--- src/rtl/div_seq_if.sv ---
// Handshake and operand/result bundle for the sequential divider.
// The master side requests a divide and the slave side (the divider) returns the result.
interface div_seq_if #(
    parameter int unsigned WIDTH = 32
);
    logic             in_start;
    logic             in_signed;
    logic [WIDTH-1:0] in_dividend;
    logic [WIDTH-1:0] in_divisor;
    logic [WIDTH-1:0] out_quotient;
    logic [WIDTH-1:0] out_remainder;
    logic             out_busy;
    logic             out_done;
    logic             out_div_by_zero;

    modport master (
        output in_start, in_signed, in_dividend, in_divisor,
        input  out_quotient, out_remainder, out_busy, out_done, out_div_by_zero
    );

    modport slave (
        input  in_start, in_signed, in_dividend, in_divisor,
        output out_quotient, out_remainder, out_busy, out_done, out_div_by_zero
    );
endinterface

--- src/rtl/div_seq.sv ---
// Multi-cycle non-restoring divider: one add/subtract of a WIDTH+1-bit partial
// remainder per cycle, signed or unsigned, with start/busy/done handshake.
module div_seq #(
    parameter int unsigned WIDTH = 32
) (
    input logic       in_clk,
    input logic       in_reset_n,
    div_seq_if.slave  bus
);
    localparam int unsigned CntW = $clog2(WIDTH);

    typedef enum logic [1:0] {StIdle, StCalc, StFix, StDone} state_e;

    state_e           state_q, state_d;
    logic [CntW-1:0]  cnt_q, cnt_d;
    logic [WIDTH:0]   rem_q, rem_d;
    logic [WIDTH-1:0] quo_q, quo_d;
    logic [WIDTH-1:0] dsr_q, dsr_d;
    logic             qneg_q, qneg_d;
    logic             rneg_q, rneg_d;
    logic [WIDTH-1:0] q_out_q, q_out_d;
    logic [WIDTH-1:0] r_out_q, r_out_d;
    logic             busy_q, busy_d;
    logic             done_q, done_d;
    logic             dbz_q, dbz_d;

    logic             dvd_neg, dsr_neg;
    logic [WIDTH-1:0] dvd_mag, dsr_mag;
    logic [WIDTH:0]   shifted, step, fixed;

    always_comb begin
        state_d = state_q;
        cnt_d   = cnt_q;
        rem_d   = rem_q;
        quo_d   = quo_q;
        dsr_d   = dsr_q;
        qneg_d  = qneg_q;
        rneg_d  = rneg_q;
        q_out_d = q_out_q;
        r_out_d = r_out_q;
        busy_d  = busy_q;
        done_d  = 1'b0;
        dbz_d   = dbz_q;

        dvd_neg = bus.in_signed & bus.in_dividend[WIDTH-1];
        dsr_neg = bus.in_signed & bus.in_divisor[WIDTH-1];
        dvd_mag = dvd_neg ? -bus.in_dividend : bus.in_dividend;
        dsr_mag = dsr_neg ? -bus.in_divisor : bus.in_divisor;

        // Remainder sign before the shift picks subtract vs. add-back.
        shifted = {rem_q[WIDTH-1:0], quo_q[WIDTH-1]};
        step    = rem_q[WIDTH] ? shifted + {1'b0, dsr_q} : shifted - {1'b0, dsr_q};
        fixed   = rem_q[WIDTH] ? rem_q + {1'b0, dsr_q} : rem_q;

        unique case (state_q)
            StIdle: begin
                // done_q high means this is the completion cycle; starts are dropped there.
                if (bus.in_start && !done_q) begin
                    busy_d = 1'b1;
                    dbz_d  = 1'b0;
                    cnt_d  = '0;
                    rem_d  = '0;
                    quo_d  = dvd_mag;
                    dsr_d  = dsr_mag;
                    qneg_d = dvd_neg ^ dsr_neg;
                    rneg_d = dvd_neg;
                    if (bus.in_divisor == '0) begin
                        q_out_d = '1;
                        r_out_d = bus.in_dividend;
                        state_d = StDone;
                    end else begin
                        state_d = StCalc;
                    end
                end
            end
            StCalc: begin
                rem_d = step;
                quo_d = {quo_q[WIDTH-2:0], ~step[WIDTH]};
                cnt_d = cnt_q + 1'b1;
                if (cnt_q == CntW'(WIDTH - 1)) begin
                    cnt_d   = '0;
                    state_d = StFix;
                end
            end
            StFix: begin
                q_out_d = qneg_q ? -quo_q : quo_q;
                r_out_d = rneg_q ? -fixed[WIDTH-1:0] : fixed[WIDTH-1:0];
                state_d = StDone;
            end
            StDone: begin
                done_d  = 1'b1;
                busy_d  = 1'b0;
                dbz_d   = (dsr_q == '0);
                state_d = StIdle;
            end
            default: state_d = StIdle;
        endcase
    end

    always_ff @(posedge in_clk or negedge in_reset_n) begin
        if (!in_reset_n) begin
            state_q <= StIdle;
            cnt_q   <= '0;
            rem_q   <= '0;
            quo_q   <= '0;
            dsr_q   <= '0;
            qneg_q  <= 1'b0;
            rneg_q  <= 1'b0;
            q_out_q <= '0;
            r_out_q <= '0;
            busy_q  <= 1'b0;
            done_q  <= 1'b0;
            dbz_q   <= 1'b0;
        end else begin
            state_q <= state_d;
            cnt_q   <= cnt_d;
            rem_q   <= rem_d;
            quo_q   <= quo_d;
            dsr_q   <= dsr_d;
            qneg_q  <= qneg_d;
            rneg_q  <= rneg_d;
            q_out_q <= q_out_d;
            r_out_q <= r_out_d;
            busy_q  <= busy_d;
            done_q  <= done_d;
            dbz_q   <= dbz_d;
        end
    end

    assign bus.out_quotient    = q_out_q;
    assign bus.out_remainder   = r_out_q;
    assign bus.out_busy        = busy_q;
    assign bus.out_done        = done_q;
    assign bus.out_div_by_zero = dbz_q;
endmodule

--- src/flat_wrapper.sv ---
// flat-port wrapper written by rule: the top's interface ports become plain ports
module div_seq_flat 
#(
    parameter int unsigned WIDTH = 32
)
  (in_clk, in_reset_n, bus_in_start, bus_in_signed, bus_in_dividend, bus_in_divisor, bus_out_quotient, bus_out_remainder, bus_out_busy, bus_out_done, bus_out_div_by_zero);
  div_seq_if #(.WIDTH(WIDTH)) bus_i ();
  input logic in_clk;
  input logic in_reset_n;
  input wire logic [$bits(bus_i.in_start)-1:0] bus_in_start;
  input wire logic [$bits(bus_i.in_signed)-1:0] bus_in_signed;
  input wire logic [$bits(bus_i.in_dividend)-1:0] bus_in_dividend;
  input wire logic [$bits(bus_i.in_divisor)-1:0] bus_in_divisor;
  output wire logic [$bits(bus_i.out_quotient)-1:0] bus_out_quotient;
  output wire logic [$bits(bus_i.out_remainder)-1:0] bus_out_remainder;
  output wire logic [$bits(bus_i.out_busy)-1:0] bus_out_busy;
  output wire logic [$bits(bus_i.out_done)-1:0] bus_out_done;
  output wire logic [$bits(bus_i.out_div_by_zero)-1:0] bus_out_div_by_zero;
  assign bus_i.in_start = bus_in_start;
  assign bus_i.in_signed = bus_in_signed;
  assign bus_i.in_dividend = bus_in_dividend;
  assign bus_i.in_divisor = bus_in_divisor;
  assign bus_out_quotient = bus_i.out_quotient;
  assign bus_out_remainder = bus_i.out_remainder;
  assign bus_out_busy = bus_i.out_busy;
  assign bus_out_done = bus_i.out_done;
  assign bus_out_div_by_zero = bus_i.out_div_by_zero;
  div_seq #(.WIDTH(WIDTH)) u_core (.in_clk(in_clk), .in_reset_n(in_reset_n), .bus(bus_i));
endmodule
--- config.mk ---
export PLATFORM = sky130hd
export DESIGN_NAME = div_seq_flat
export DESIGN_NICKNAME = d
export VERILOG_FILES = /design/src/rtl/div_seq_if.sv /design/src/rtl/div_seq.sv /design/src/flat_wrapper.sv
export SDC_FILE = /design/constraint.sdc
export NUM_CORES = 1
export LEC_CHECK = 0
export ABC_CLOCK_PERIOD_IN_PS = 8610
export CAP_MARGIN = 20
export CORE_ASPECT_RATIO = 0.9
export CORE_UTILIZATION = 60
export DETAILED_ROUTE_END_ITERATION = 7
export GPL_ROUTABILITY_DRIVEN = 0
export GPL_TIMING_DRIVEN = 1
export PLACE_DENSITY = 0.82
export SLEW_MARGIN = 25
export SYNTH_ARGS = -nofsm -noshare
export SYNTH_HDL_FRONTEND = slang
export SYNTH_SLANG_ARGS = --single-unit
--- constraint.sdc ---
create_clock -name in_clk -period 8.61 [get_ports in_clk]
set_input_delay 1.722 -clock in_clk [delete_from_list [all_inputs] [get_ports in_clk]]
set_output_delay 1.722 -clock in_clk [all_outputs]
set_load 0.02 [all_outputs]
# Word-level counts from Yosys, hierarchy flattened

Cells that the tools add are included.

$add $sub $neg: 8
$mul: 0
Divide/modulo/power cells: 0
Magnitude comparators: 0
Eq/ne operators: 7
Shift-type cells: 0
Multiplexer cells: 28
Bitwise logic cells: 4
Reduce and logical (&&, ||, !) cells: 13

Operators with widths:

| cell                                                                     | count |
|---|---|
| 32-bit two-way mux                                                       | 10 |
| 32-bit case mux with 2 select lines                                      | 3 |
| 32-bit negator                                                           | 4 |
| 33-bit two-way mux                                                       | 2 |
| 33-bit case mux with 2 select lines                                      | 1 |
| 32-bit zero test                                                         | 2 |
| 33-bit by 32-bit adder with 33-bit output                                | 1 |
| 33-bit by 32-bit subtractor with 33-bit output                           | 1 |
| 32-bit adder                                                             | 1 |
| 5-bit two-way mux                                                        | 2 |
| 5-bit case mux with 2 select lines                                       | 1 |
| 2-bit case mux with 4 select lines                                       | 1 |
| 2-bit AND reduction                                                      | 4 |
| 2-bit two-way mux                                                        | 3 |
| 2-bit by 1-bit inequality test with 1-bit output (second input constant) | 3 |
| 2-bit nonzero test                                                       | 3 |
| 5-bit by 1-bit adder with 5-bit output (second input constant)           | 1 |
| 5-bit equality test (second input constant)                              | 1 |
| 2-bit equality test (second input constant)                              | 2 |
| 1-bit case mux with 2 select lines                                       | 2 |
| 1-bit two-way mux                                                        | 3 |
| 3-bit AND reduction                                                      | 1 |
| 1-bit AND                                                                | 2 |
| 2-bit by 1-bit equality test with 1-bit output (second input constant)   | 1 |
| 5 further kinds                                                          | 5 |

Bits in registers: 173
Latch bits: 0
RAM bits: 0
ROM bits: 0
Input port bits: 68
Output and inout port bits: 67
Memories: 0

# Logic depth before layout (Yosys ltp)

Depth after elaboration: 5
Mapped depth: 22
Depth with buffers taken out: 19

# Worst setup path before layout

No wires, ideal clock.

Path type: reg2reg
Start point: reg u_core.rem_q[32]
End point: reg u_core.rem_q[26]
Arrival: 5207 ps
Required time: 8488 ps
Setup slack: 3281 ps
Cell stages (with the launch flop): 23
Period minus slack after synthesis: 5329 ps
Path through: dfrtp_1 clkbuf_1 clkbuf_1 clkbuf_1 buf_2 buf_2 buf_2 buf_1 buf_1 nor2_1 xor2_1 ha_1 nor2b_1 o21ai_0 a21boi_0 o21ai_0 a21oi_1 o21ai_0 o31a_1 o21ai_0 o21a_1 or3_1 a32o_1

Cells in the longest elaborated chain, start to end: 2

Ends and longest elaborated chain:

| element                             | RTL line       | source |
|---|---|---|
| from (decl)                         | div_seq.sv:16  | `logic [WIDTH:0] rem_q, rem_d;` |
| from (signal assigned)              | div_seq.sv:117 | `rem_q <= rem_d;` |
| 33-bit two-way mux                  | div_seq.sv:52  | `step = rem_q[WIDTH] ? shifted + {1'b0, dsr_q} : shifted - {1'b0, dsr_q};` |
| 33-bit case mux with 2 select lines | div_seq.sv:55  | `unique case (state_q)` |

No other way between the ends.
A chain may end at the register's enable or synchronous reset.

# Worst setup path after layout

Start point: in bus_in_divisor[20]
End point: reg u_core.r_out_q[19], in the netlist u_core.bus.out_remainder[19]

Cells in the longest elaborated chain, start to end: 3

Ends and longest elaborated chain:

| element                                                    | RTL line           | source |
|---|---|---|
| from (decl)                                                | flat_wrapper.sv:13 | `input wire logic [$bits(bus_i.in_divisor)-1:0] bus_in_divisor;` |
| 32-bit zero test                                           | div_seq.sv:67      | `if (bus.in_divisor == '0) begin` |
| 2-bit by 1-bit inequality test with 1-bit output (no line) | -                  |  |
| 3-bit AND reduction (no line)                              | -                  |  |
| to (signal assigned)                                       | div_seq.sv:123     | `r_out_q <= r_out_d;` |
| to (decl)                                                  | div_seq.sv:22      | `logic [WIDTH-1:0] r_out_q, r_out_d;` |

No other way between the ends.

==> impl_metrics.env <==
export IMPL_arrival_ps=6080
export IMPL_antennaDiodeCount=0
export IMPL_end_kind="register"
export IMPL_cts_buffers=17
export IMPL_cts_tree="done"
export IMPL_synth_edf_count=0
export IMPL_crit_buf_inv=3
export IMPL_crit_family="simple AND/OR/NAND/NOR gates"
export IMPL_combPwrFrac_pct=67.0
export IMPL_die_x_um=166
export IMPL_dr_total_vias=14600
export IMPL_die_h_um=150
export IMPL_syn_nets=1994
export IMPL_wl_um=44100
export IMPL_postCtsHoldBufs=0
export IMPL_syn_avg_cell_area_sq_um=7.89
export IMPL_drt_antenna_violating_nets=0
export IMPL_drv_cap=0
export IMPL_start_kind="input port"
export IMPL_ys_warn_count=0
export IMPL_slew_violations=0
export IMPL_cts_setup_buffers=0
export IMPL_crit_slowest_cell="a21o_1"
export IMPL_grt_use_total_pct=35.5
export IMPL_drive_above_1_share_pct=4.86
export IMPL_rsz0062_at_grt="no"
export IMPL_num_rows=53
export IMPL_start_util_pct=61.8
export IMPL_cts_sinks=173
export IMPL_min_delay_path_depth=2
export IMPL_whs_ps=531
export IMPL_htree_levels=4
export IMPL_path_class="in -> reg"
export IMPL_synth_flop_cell="dfrtp_1"
export IMPL_finalHoldViolCount=0
export IMPL_gr_total_overflow=0
export IMPL_grt_pass1_wl_um=71000
export IMPL_tightestPinTransition_ps=1020
export IMPL_async_reset_ff_share_pct=100
export IMPL_cts_buffer_depth=2
export IMPL_worstHoldEndpoint="u_core.bus.out_quotient[15]"
export IMPL_critPathMaxFanout=31
export IMPL_reg2regPathDepth=17
export IMPL_core_area_sq_um=23600
export IMPL_r2r_setup_slack_ps=3600
export IMPL_synth_seq_cells=173
export IMPL_r2r_end="u_core.quo_q[0]"
export IMPL_p_per_area_nw_per_um2=454
export IMPL_max_stage_delay_ps=640
export IMPL_ioPinCount=135
export IMPL_n_fill_cell=1929
export IMPL_pwr_share_clk_pct=10.5
export IMPL_fin_skew_ps=15.8
export IMPL_slew_headroom_pct=31.7
export IMPL_clk_pin_slew_ps=80
export IMPL_grt_start_max_net_pins=101
export IMPL_dp_hpwl_um=32700
export IMPL_worstHoldStart="u_core.bus.out_quotient[15]"
export IMPL_regArea_sq_um=4330
export IMPL_synth_seq_area_share_pct=29.7
export IMPL_swShare_pct=51.8
export IMPL_drtIter0Drc=1714
export IMPL_setup_violations=0
export IMPL_drcViolationCount=10
export IMPL_cts_resized=0
export IMPL_violations="DRC"
export IMPL_hp_class="reg -> reg"
export IMPL_routed_via_density=6.54
export IMPL_synth_distinct_cells=89
export IMPL_period_share_pct=66.2
export IMPL_cp_required_ps=8980
export IMPL_ir_worst_vdd_v=0.000311
export IMPL_power_leakage_nw=7.00
export IMPL_grt_pass1_vias=13500
export IMPL_max_freq_mhz=175
export IMPL_internal_power_w=0.00365
export IMPL_p_sw_w=0.00393
export IMPL_antenna_found_initial=0
export IMPL_r2r_start="u_core.dsr_q[8]"
export IMPL_p_seq_share_pct=22.5
export IMPL_multiInputGateArea_sq_um=9700
export IMPL_root_buffer="clkbuf_16"
export IMPL_cp_cell_sequence="clkdlybuf4s50_1 > or4_1 > or3_1 > nor3_1 > nand2b_1 > nor2_1 > nand3_1 > nor3_1 > buf_4 > a21o_1 > buf_4 > a21oi_1 > a21oi_1 > a21o_1"
export IMPL_outcome="finished with violations"
export IMPL_syn2layout_area_growth_pct=14.4
export IMPL_synth_cells=1850
export IMPL_layout_nets=2064
export IMPL_fin_tns_setup_ps=0
export IMPL_wl_per_cell_um=19.7
export IMPL_layout_min_cycle_time_ps=5700
export IMPL_dieArea_sq_um=25000
export IMPL_syn_area_sq_um=14600
export IMPL_drtPass1Iterations=8
export IMPL_clock_latency_ps=450
export IMPL_portBuffers=134
power by group through the flow:
stage          sequential, W  combinational (W)  clock (W)
3_5_place_dp         0.00170            0.00492          0
2_1_floorplan        0.00169            0.00357          0
3_3_place_gp         0.00169            0.00475          0
4_1_cts              0.00169            0.00496   0.000797
6_report             0.00171            0.00508   0.000796
5_1_grt              0.00175            0.00558   0.000825
registers in the layout, indices dropped and copies added (netlist names):
signal and flops:
u_core.rem_q 33, u_core.bus.out_quotient 32, u_core.bus.out_remainder 32, u_core.dsr_q 32, u_core.quo_q 32, u_core.cnt_q 5, u_core.state_q 2, u_core.bus.out_busy 1
u_core.bus.out_div_by_zero 1, u_core.bus.out_done 1, u_core.qneg_q 1, u_core.rneg_q 1
worst reg2reg max path, cell delays in order (launching register included):
cell	delay (ps)
dfrtp_1	450
or4_1	600
nor4_1	300
nand2_1	210
nor4_1	530
nor2b_1	240
nor2b_1	360
a21oi_1	140
xor2_1	170
ha_1	360
nand2_1	110
nand2_1	60
a21o_1	160
a21oi_1	190
nand3b_1	90
o21ai_0	540
mux2i_1	260
o211ai_1	100
cell usage in the layout, fill, tap and decap left out, types with 9 or more instances in the layout:
cell / instances
o41ai_1: 9
ha_1: 73
a31oi_1: 13
o21a_1: 16
and2_1: 12
nand2b_1: 20
nand2_1: 191
inv_1: 53
a21o_1: 46
or3_1: 27
xor2_1: 100
clkdlybuf4s50_1: 133
mux2i_1: 26
nor2b_1: 13
buf_4: 14
o31ai_1: 32
or4_1: 19
xnor2_1: 71
nor4_1: 16
nor3_1: 46
nor2_1: 160
dfrtp_1: 172
a211o_1: 9
a211oi_1: 12
clkbuf_16: 17
a21oi_1: 199
o21ai_0: 197
nor3b_1: 9
and3_1: 14
nand3_1: 34
nand4_1: 12
area by class of cell:
type                            instances  area share (%)
Timing Repair Buffer                  150            8.95
Tap cell                              302            2.26
Clock inverter                         14            1.02
Multi-Input combinational cell       1525            58.1
Sequential cell                       173            25.9
Clock buffer                           18            2.57
Inverter                               53            1.19
stage by stage:
step	cell area (sq um)	total power (W)	std cells	setup WS (ps)	util, %
2_1_floorplan	14600	0.00527	1850	3280	-
3_3_place_gp	16000	0.00643	2201	2730	68.0
3_5_place_dp	16000	0.00662	2201	2550	68.0
4_1_cts	16600	0.00745	2233	2960	70.5
5_1_grt	16700	0.00816	2235	2580	70.7
6_report	16700	0.00758	2235	2910	70.7
Yosys cell counts (all sizes together) (19+ instances only):
| library cell | n | area share [%] |
|---|---|---|
| inv | 53 | 1.4 |
| clkbuf | 68 | 1.8 |
| nand2 | 194 | 5.0 |
| or4 | 19 | 0.98 |
| o31ai | 33 | 1.7 |
| nor3 | 46 | 1.6 |
| a21o | 46 | 2.4 |
| o21ai | 200 | 6.9 |
| ha | 74 | 6.3 |
| or3 | 28 | 1.2 |
| nor4 | 19 | 1.0 |
| a21oi | 203 | 7.0 |
| buf | 31 | 1.0 |
| mux2i | 26 | 1.8 |
| xnor2 | 71 | 4.3 |
| nor2 | 160 | 4.1 |
| dfrtp | 173 | 30 |
| nand3 | 37 | 1.4 |
| xor2 | 100 | 6.0 |
| nand2b | 20 | 0.86 |
how the worst max path moves through the flow:
stage / startpoint / cells past startpoint / slack, ps / end
detailed placement: bus_in_divisor[20] / 14 / 2550 / u_core.bus.out_remainder[25]
floorplan: u_core.rem_q[32] / 22 / 3280 / u_core.rem_q[26]
global route: bus_in_divisor[20] / 14 / 2580 / u_core.bus.out_remainder[15]
CTS: bus_in_divisor[20] / 14 / 2960 / u_core.bus.out_remainder[19]
finish: bus_in_divisor[20] / 14 / 2910 / u_core.bus.out_remainder[19]
global placement: bus_in_divisor[20] / 14 / 2730 / u_core.bus.out_remainder[15]
layer usage:
layer	track usage, %	wire length [um]	part of all wire, %	vias to the layer above
li1	-	-	-	6861
met1	48.6	18700	42	6852
met2	56.5	19800	45	752
met3	4.55	3790	8.6	145
met4	15.6	1810	4.1	0
met5	0	0	0	-
kinds of logic (layout without fill, tap and decap cells):
kind of cell / Yosys count / after routing / synth area share (%)
AO/OA/AOI/OAI: 639 / 639 / 26.9
XOR/XNOR: 171 / 171 / 10.3
adder cells (fa/ha/maj): 76 / 76 / 6.62
buffers and inverters: 152 / 235 / 4.12
flip-flops: 173 / 173 / 29.7
multiplexers: 29 / 29 / 2.01
AND/OR/NAND/NOR: 610 / 610 / 20.4
Power figures use the tool's default switching activity.
